===== src/rtl/aibnd_dcc_dly_rep_cal.sv =====
`default_nettype none
// ============================================================================
// aibnd_dcc_dly_rep_cal : multi-channel DCC delay-replica SAR calibration
// Rev 1.0
// ============================================================================
module aibnd_dcc_dly_rep_cal #(
    parameter int NCH    = 2,
    parameter int CODE_W = 5,
    parameter int SETTLE = 4,
    parameter int CNT_W  = 4
) (
    input  logic                  clk,
    input  logic                  reset,
    input  logic [NCH-1:0]        idat_i,
    input  logic                  rb_dcc_byp_i,
    input  logic                  rb_cal_en_i,
    input  logic                  rb_ovr_en_i,
    input  logic [NCH*CODE_W-1:0] rb_code_ovr_i,
    input  logic [NCH-1:0]        pd_early_i,
    output logic [NCH-1:0]        clkrep_o,
    output logic [NCH*CODE_W-1:0] dly_code_o,
    output logic                  busy_o,
    output logic                  cal_done_o,
    output logic [NCH-1:0]        cal_err_o
);

    typedef enum logic [2:0] {
        S_IDLE   = 3'd0,
        S_SETTLE = 3'd1,
        S_SAMPLE = 3'd2,
        S_CHECK  = 3'd3,
        S_DONE   = 3'd4
    } state_t;

    localparam logic [CODE_W-1:0] c_MID       = {1'b1, {(CODE_W-1){1'b0}}};
    localparam logic [CODE_W-1:0] c_ONES      = {CODE_W{1'b1}};
    localparam logic [CNT_W-1:0]  c_SETTLE_M1 = CNT_W'(SETTLE - 1);

    state_t              state_q;
    logic [CODE_W-1:0]   code_q [NCH];
    logic [CODE_W-1:0]   code_d [NCH];
    logic [CODE_W-1:0]   mask_q;
    logic [CNT_W-1:0]    cnt_q;
    logic                cal_en_q;
    logic                busy_q;
    logic                done_q;
    logic [NCH-1:0]      err_q;
    logic [NCH-1:0]      err_d;
    logic                w_start;
    logic                w_abort;

    assign w_start = rb_cal_en_i & ~cal_en_q & ~rb_dcc_byp_i;
    assign w_abort = rb_dcc_byp_i | ~rb_cal_en_i;

    // Trial bit is cleared when the replica is late, then the next bit is tried.
    always_comb begin
        for (int i = 0; i < NCH; i++) begin
            code_d[i] = code_q[i];
            if (!pd_early_i[i]) begin
                code_d[i] = code_d[i] & ~mask_q;
            end
            code_d[i] = code_d[i] | (mask_q >> 1);
            err_d[i]  = ((code_q[i] == c_ONES) &&  pd_early_i[i]) ||
                        ((code_q[i] == '0)     && !pd_early_i[i]);
        end
    end

    // A zero bit pointer marks the final settle window ahead of the range check.
    always_ff @(posedge clk) begin
        if (reset) begin
            state_q  <= S_IDLE;
            for (int i = 0; i < NCH; i++) begin
                code_q[i] <= '0;
            end
            mask_q   <= '0;
            cnt_q    <= '0;
            cal_en_q <= 1'b0;
            busy_q   <= 1'b0;
            done_q   <= 1'b0;
            err_q    <= '0;
        end else begin
            cal_en_q <= rb_cal_en_i;
            case (state_q)
                S_IDLE: begin
                    if (w_start) begin
                        state_q <= S_SETTLE;
                        for (int i = 0; i < NCH; i++) begin
                            code_q[i] <= c_MID;
                        end
                        mask_q  <= c_MID;
                        cnt_q   <= c_SETTLE_M1;
                        busy_q  <= 1'b1;
                        done_q  <= 1'b0;
                        err_q   <= '0;
                    end
                end
                S_SETTLE: begin
                    if (w_abort) begin
                        state_q <= S_IDLE;
                        busy_q  <= 1'b0;
                        done_q  <= 1'b0;
                    end else if (cnt_q == '0) begin
                        state_q <= (mask_q == '0) ? S_CHECK : S_SAMPLE;
                    end else begin
                        cnt_q <= cnt_q - 1'b1;
                    end
                end
                S_SAMPLE: begin
                    if (w_abort) begin
                        state_q <= S_IDLE;
                        busy_q  <= 1'b0;
                        done_q  <= 1'b0;
                    end else begin
                        for (int i = 0; i < NCH; i++) begin
                            code_q[i] <= code_d[i];
                        end
                        mask_q  <= mask_q >> 1;
                        cnt_q   <= c_SETTLE_M1;
                        state_q <= S_SETTLE;
                    end
                end
                S_CHECK: begin
                    if (w_abort) begin
                        state_q <= S_IDLE;
                        busy_q  <= 1'b0;
                        done_q  <= 1'b0;
                    end else begin
                        err_q   <= err_d;
                        busy_q  <= 1'b0;
                        done_q  <= 1'b1;
                        state_q <= S_DONE;
                    end
                end
                S_DONE: begin
                    if (!rb_cal_en_i) begin
                        state_q <= S_IDLE;
                        done_q  <= 1'b0;
                    end
                end
                default: begin
                    state_q <= S_IDLE;
                    busy_q  <= 1'b0;
                    done_q  <= 1'b0;
                end
            endcase
        end
    end

    // Bypass beats override, override beats the calibrated code.
    for (genvar g = 0; g < NCH; g++) begin : g_ch
        assign dly_code_o[g*CODE_W +: CODE_W] =
            rb_dcc_byp_i ? '0 :
            rb_ovr_en_i  ? rb_code_ovr_i[g*CODE_W +: CODE_W] :
                           code_q[g];
    end

    assign clkrep_o   = idat_i;
    assign busy_o     = busy_q;
    assign cal_done_o = done_q;
    assign cal_err_o  = err_q;

endmodule
`default_nettype wire


===== config.mk =====
export PLATFORM = sky130hd
export DESIGN_NAME = aibnd_dcc_dly_rep_cal
export DESIGN_NICKNAME = d
export VERILOG_FILES = /design/src/rtl/aibnd_dcc_dly_rep_cal.sv
export SDC_FILE = /design/constraint.sdc
export NUM_CORES = 1
export LEC_CHECK = 0
export ABC_AREA = 1
export CORE_MARGIN = 1.5
export CORE_UTILIZATION = 35
export CTS_CLUSTER_SIZE = 24
export DETAILED_ROUTE_END_ITERATION = 16
export GPL_ROUTABILITY_DRIVEN = 0
export GPL_TIMING_DRIVEN = 0
export HOLD_SLACK_MARGIN = 0.05
export SLEW_MARGIN = 40
export SYNTH_ARGS = -nofsm -noshare
export SYNTH_HDL_FRONTEND = slang
export SYNTH_SLANG_ARGS = --single-unit

===== constraint.sdc =====
create_clock -name clk -period 1.9 [get_ports clk]
set_input_delay 0.285 -clock clk [delete_from_list [all_inputs] [get_ports clk]]
set_output_delay 0.285 -clock clk [all_outputs]
set_load 0.005 [all_outputs]

==> flow_metrics.env, run 1 <==
export IMPL_drv_slew=0
export IMPL_finalWirelength_um=3760
export IMPL_slowest_delay_ns=0.47
export IMPL_pin_count=35
export IMPL_critical_path_arrival_ns=1.71
export IMPL_end_kind="flip-flop"
export IMPL_grt_overflow_total=0
export IMPL_wl_per_cell_um=12.2
export IMPL_via_per_inst=4.89
export IMPL_die_w_um=70.8
export IMPL_area_delta_synth_final_pct=28.2
export IMPL_ys_ff_latch=27
export IMPL_grt_pass1_wl_um=6380
export IMPL_hpwlAfterDp_um=2920
export IMPL_synth_edf_count=10
export IMPL_stdcell_count=308
export IMPL_ant_nets=0
export IMPL_rr_endpoint="code_q[0][1]"
export IMPL_critPathKind="input pin to flip-flop"
export IMPL_dieArea_um2=5020
export IMPL_reg2regPathDepth=7
export IMPL_grt_pass1_vias=1416
export IMPL_hold_buffers=0
export IMPL_synth_top_area_share_pct=21.1
export IMPL_routed_wl_met2_um=1590
export IMPL_whs_path_depth=2
export IMPL_drive_above_1_share_pct=16.0
export IMPL_numPortBuffers=32
export IMPL_power_leakage_nw=0.895
export IMPL_vdd_ir_drop_max_uv=286
export IMPL_row_count=24
export IMPL_vias=1507
export IMPL_crit_path_start_kind="input pin"
export IMPL_numCtsBuffers=3
export IMPL_setup_tns_ns=0
export IMPL_rr_startpoint="state_q[2]"
export IMPL_cts_sinks=27
export IMPL_antenna_found_initial=0
export IMPL_syn_instance_count=220
export IMPL_yosysTopAreaCell="dfxtp_1"
export IMPL_clockBufferDepth=2
export IMPL_skew_ns=0.00604
export IMPL_path_max_fanout=8
export IMPL_synth_warnings=0
export IMPL_worst_r2r_setup_slack_ns=0.31
export IMPL_rsz0062_at_grt="no"
export IMPL_drt_initial_drc_count=74
export IMPL_htree_num_levels=1
export IMPL_hold_slack_ns=0.464
export IMPL_holdPathEnd="mask_q[0]"
export IMPL_period_minus_slack_ns=1.75
export IMPL_path_buf_inv=3
export IMPL_setup_viol=0
export IMPL_hold_class="flip-flop to flip-flop"
export IMPL_placedCellCount=304
export IMPL_ys_flop_type="dfxtp_1"
export IMPL_relSlewSlack_pct=70.9
export IMPL_post_cts_buffers=0
export IMPL_cp_top_family="simple AND/OR/NAND/NOR gates"
export IMPL_grtUsageTotal_pct=15.6
export IMPL_wl_met3_um=261
export IMPL_dr_pass1_iters=4
export IMPL_grt_max_degree=15
export IMPL_status="finished, final reports clean"
export IMPL_cp_cell_sequence="clkdlybuf4s50_1 -> clkinv_2 -> nand2_2 -> nor2_1 -> nand2_1 -> inv_1 -> nor2_2 -> nand2_1"
export IMPL_ys_seq_area_share_pct=39.8
export IMPL_die_y_um=70.8
export IMPL_syn_nets=241
export IMPL_syn_area_um2=1610
export IMPL_start_util_pct=36.7
export IMPL_route_detailed_drc=0
export IMPL_tightest_slew_ns=0.436
export IMPL_cpMostUsedCell="nand2_1"
export IMPL_clkTransAtPathRegs_ns=0.09
export IMPL_fmaxAchievable_mhz=572
export IMPL_async_flop_share_pct=0
export IMPL_clock_latency_ns=0.28
export IMPL_m1WireLength_um=1870
export IMPL_synthTopCellsByArea="dfxtp_1 21%, edfxtp_1 19%, nor2_1 8.4%"
export IMPL_postLayoutCoreUtil_pct=47.1
export IMPL_cts_root_buffer="clkbuf_8"
export IMPL_cp_required_ns=1.86
export IMPL_antennaDiodeCount=0
export IMPL_cts_tree="built"
export IMPL_worst_path_max_delay_cell="clkdlybuf4s50_1"
export IMPL_min_from="mask_q[0]"
export IMPL_routed_top_layer="met4"
export IMPL_powerDensity_nw_per_um2=614
export IMPL_fin_crit_sh_pct=92.0
export IMPL_cap_violations=0
export IMPL_core_um2=4380
export IMPL_avgSynthCellArea_um2=7.32
export IMPL_finalHoldViolCount=0
export IMPL_final_nets=278
export IMPL_synth_cell_types=27
how the worst max path moves through the flow:
stage,start,end,cells past startpoint
after detailed placement,rb_ovr_en_i,dly_code_o[5],6
after global routing,rb_dcc_byp_i,code_q[0][3],8
after floorplan,state_q[2],code_q[0][0],7
final,rb_dcc_byp_i,code_q[0][1],8
after CTS,rb_dcc_byp_i,dly_code_o[5],6
after global placement,rb_ovr_en_i,dly_code_o[7],6
registers in the layout, indices dropped and copies added (netlist names):
signal      flops
busy_o          1
cnt_q           4
cal_err_o       2
state_q         3
cal_done_o      1
cal_en_q        1
code_q         10
mask_q          5
Yosys cell counts, types with 2 or more instances:
library cell,n
nand2_1,35
o21ai_2,4
inv_2,4
buf_4,2
a21oi_2,8
nor2_2,4
nand3_1,10
nand4_1,7
clkbuf_1,3
nor2_1,36
ha_1,2
edfxtp_1,10
a21oi_1,14
o21ai_0,20
nor2_4,3
o21ai_1,3
nand2_2,6
dfxtp_1,17
inv_1,24
kinds of logic (layout without fill, tap and decap cells):
group / after synthesis / after routing / share of synthesized area [%]
AO/OA/AOI/OAI: 50 / 50 / 18.5
adder cells (fa/ha/maj): 2 / 2 / 1.55
buffers and inverters: 35 / 71 / 8.78
flip-flops: 27 / 27 / 39.8
AND/OR/NAND/NOR: 106 / 106 / 31.4
report_power, final:
part           internal, W  switching, W
Sequential        0.000630     0.0000230
Clock             0.000151      0.000181
Combinational     0.000124      0.000159
cells in the final DEF, fill, tap and decap left out, types with 3 or more instances in the layout:
master,Yosys,final
a21oi_2,8,8
a21oi_1,14,14
dfxtp_1,17,17
clkdlybuf4s50_1,0,21
nor2_2,4,4
o21ai_0,20,20
o21ai_2,4,4
nor2_4,3,3
nand2_2,6,6
nand4_1,7,7
inv_2,4,4
dlygate4sd2_1,0,5
nand2_1,35,35
nor2_1,36,36
o21ai_1,3,3
dlymetal6s2s_1,0,6
inv_1,24,24
nand3_1,10,10
edfxtp_1,10,10
clkbuf_8,0,4
layer usage:
metal	up-vias	global-route usage, %
li1	794	-
met1	666	21.7
met2	42	25.2
met3	5	2.71
met4	0	4.40
met5	-	0
tightest hold or removal path, cell delays in order, from the launching register on:
cell	delay, ns
dfxtp_1	0.32
nand2_1	0.06
a21oi_1	0.05
cell type report:
| class | count | area (µm²) |
|---|---|---|
| Fill cell | 452 | 2320 |
| Multi-Input combinational cell | 158 | 828 |
| Buffer | 5 | 40.0 |
| Timing Repair Buffer | 32 | 329 |
| Inverter | 30 | 116 |
| Sequential cell | 27 | 641 |
| Clock buffer | 4 | 45.0 |
| Tap cell | 52 | 65.1 |
metrics by stage:
step | setup slack (ns) | area (µm²) | total power (W)
after global routing | 0.00479 | 2060 | 0.00134
after floorplan | 0.543 | 1610 | 0.000829
after CTS | 0.000249 | 2050 | 0.00128
after global placement | -0.359 | 2000 | 0.000947
final | 0.153 | 2060 | 0.00127
after detailed placement | -0.379 | 2000 | 0.000953
what timing repair did:
| item | 4_1_cts | 5_1_grt |
|---|---|---|
| setup endpoints to repair | 10 | 6 |
| pin swaps | 0 | 1 |
| resized for setup | 11 | 6 |
Note: power is estimated with default switching activity, not from simulation.
==> run 2: changes to the inputs <==
Settings changed: CORE_UTILIZATION 35 to 50, PLACE_DENSITY from default to 0.79, SLEW_MARGIN 40 to 20.
==> flow_metrics.env, run 2 (same netlist as run 1, synthesis figures left out) <==
export IMPL_ant_nets=0
export IMPL_vdd_ir_drop_max_uv=428
export IMPL_grtUsageTotal_pct=21.1
export IMPL_grt_overflow_total=0
export IMPL_period_minus_slack_ns=1.78
export IMPL_cts_root_buffer="clkbuf_4"
export IMPL_clock_latency_ns=0.33
export IMPL_fmaxAchievable_mhz=560
export IMPL_clockBufferDepth=2
export IMPL_grt_pass1_vias=1370
export IMPL_finalWirelength_um=3550
export IMPL_final_cell_mix="36 x nor2_1, 34 x nand2_1, 30 x clkdlybuf4s50_1"
export IMPL_skew_ns=0.00830
export IMPL_critical_path_arrival_ns=1.50
export IMPL_route_detailed_drc=0
export IMPL_row_count=20
export IMPL_power_leakage_nw=0.793
export IMPL_numCtsBuffers=3
export IMPL_stdcell_count=300
export IMPL_critPathKind="input pin to output port"
export IMPL_wl_per_cell_um=11.8
export IMPL_post_cts_buffers=0
export IMPL_start_util_pct=52.7
export IMPL_status="finished, final reports clean"
export IMPL_powerDensity_nw_per_um2=587
export IMPL_max_flop_register="code_q"
export IMPL_antenna_found_initial=0
export IMPL_grt_pass1_wl_um=5820
export IMPL_pin_count=35
export IMPL_rr_startpoint="state_q[0]"
export IMPL_numPortBuffers=32
export IMPL_via_per_inst=5.09
export IMPL_cts_sinks=27
export IMPL_drv_slew=0
export IMPL_antennaDiodeCount=0
export IMPL_slowest_delay_ns=0.52
export IMPL_rsz0062_at_grt="no"
export IMPL_worst_path_max_delay_cell="clkdlybuf4s50_1"
export IMPL_final_nets=278
export IMPL_die_w_um=59.8
export IMPL_cp_required_ns=1.62
export IMPL_crit_path_start_kind="input pin"
export IMPL_min_from="mask_q[0]"
export IMPL_dr_pass1_iters=4
export IMPL_core_um2=3050
export IMPL_grt_max_degree=15
export IMPL_holdPathEnd="mask_q[0]"
export IMPL_relSlewSlack_pct=72.4
export IMPL_whs_path_depth=2
export IMPL_htree_num_levels=1
export IMPL_top_regs="code_q: 10 flops, mask_q: 5 flops, cnt_q: 4 flops"
export IMPL_fin_crit_sh_pct=93.9
export IMPL_finalHoldViolCount=0
export IMPL_cts_tree="built"
export IMPL_hold_class="flip-flop to flip-flop"
export IMPL_hold_buffers=0
export IMPL_path_max_fanout=10
export IMPL_worst_r2r_setup_slack_ns=0.41
export IMPL_drt_initial_drc_count=108
export IMPL_reg2regPathDepth=7
export IMPL_final_area_um2=2030
export IMPL_setup_viol=0
export IMPL_drive_above_1_share_pct=16.8
export IMPL_placed_area_um2=1990
export IMPL_vias=1527
export IMPL_setup_tns_ns=0
export IMPL_rr_endpoint="code_q[0][9]"
export IMPL_tightest_slew_ns=0.414
export IMPL_end_kind="output port"
export IMPL_die_y_um=59.8
export IMPL_layout_commonest_cell="nor2_1"
export IMPL_dieArea_um2=3570
export IMPL_hpwlAfterDp_um=2720
export IMPL_cap_violations=0
export IMPL_placedCellCount=296
export IMPL_area_delta_synth_final_pct=25.8
export IMPL_largest_reg_flops=10
export IMPL_clkTransAtPathRegs_ns=0.13
export IMPL_cp_cell_sequence="dlygate4sd2_1 -> inv_2 -> buf_4 -> a21oi_1 -> clkdlybuf4s50_1"
run 2: worst max path at each step:
stage                           start            end  slack, ns  depth (start not counted)
after floorplan            state_q[2]   code_q[0][0]       0.54                          7
after CTS                 rb_ovr_en_i  dly_code_o[7]       0.04                          6
after global routing      rb_ovr_en_i  dly_code_o[0]       0.02                          6
final                     rb_ovr_en_i  dly_code_o[9]       0.12                          5
after detailed placement  rb_ovr_en_i  dly_code_o[7]      -0.35                          6
after global placement    rb_ovr_en_i  dly_code_o[5]      -0.34                          6
run 2: repair_timing:
| action | CTS | global route |
|---|---|---|
| resized for setup | 3 | 7 |
| hold endpoints to repair | 0 | 0 |
| endpoints found under the setup margin | 10 | 18 |
| gates cloned | 0 | 1 |
run 2: routing by layer:
| layer | vias up | share of wire, % | track usage, % |
|---|---|---|---|
| li1 | 795 | - | - |
| met1 | 678 | 47 | 29.4 |
| met2 | 49 | 44 | 32.6 |
| met3 | 5 | 8.1 | 3.68 |
| met4 | 0 | 1.2 | 8.25 |
| met5 | - | 0 | 0 |
run 2: critical path, delay by kind of cell:
kind / cells / cell delay (ns)
AO/OA/AOI/OAI: 1 / 0.13
buffers and inverters: 4 / 1.09
run 2: layout make-up:
cell class / instances / area, µm²
inverters: 30 / 118
repair inverters: 1 / 7.51
multi-input cells: 158 / 831
repair buffers: 32 / 322
well taps: 44 / 55.1
fillers: 295 / 1030
flip-flops and latches: 27 / 641
clock buffers: 4 / 26.3
plain buffers: 4 / 26.3
run 2: where the power goes:
part / internal (W) / total [W] / leakage (nW) / switching, W
clock network: 0.0000823 / 0.000248 / 0.0150 / 0.000165
registers: 0.000631 / 0.000654 / 0.244 / 0.0000236
logic: 0.000129 / 0.000287 / 0.534 / 0.000159
total: 0.000842 / 0.00119 / 0.793 / 0.000348
run 2: stage by stage:
stage               util, %  setup slack [ns]  hold slack, ns  total power (W)
floorplan                 -             0.543           0.360         0.000829
global placement       65.0            -0.337           0.453         0.000942
detailed placement     65.0            -0.350           0.453         0.000949
CTS                    65.8            0.0362           0.473          0.00119
global route           66.4            0.0181           0.498          0.00126
finish                 66.4             0.115           0.468          0.00119
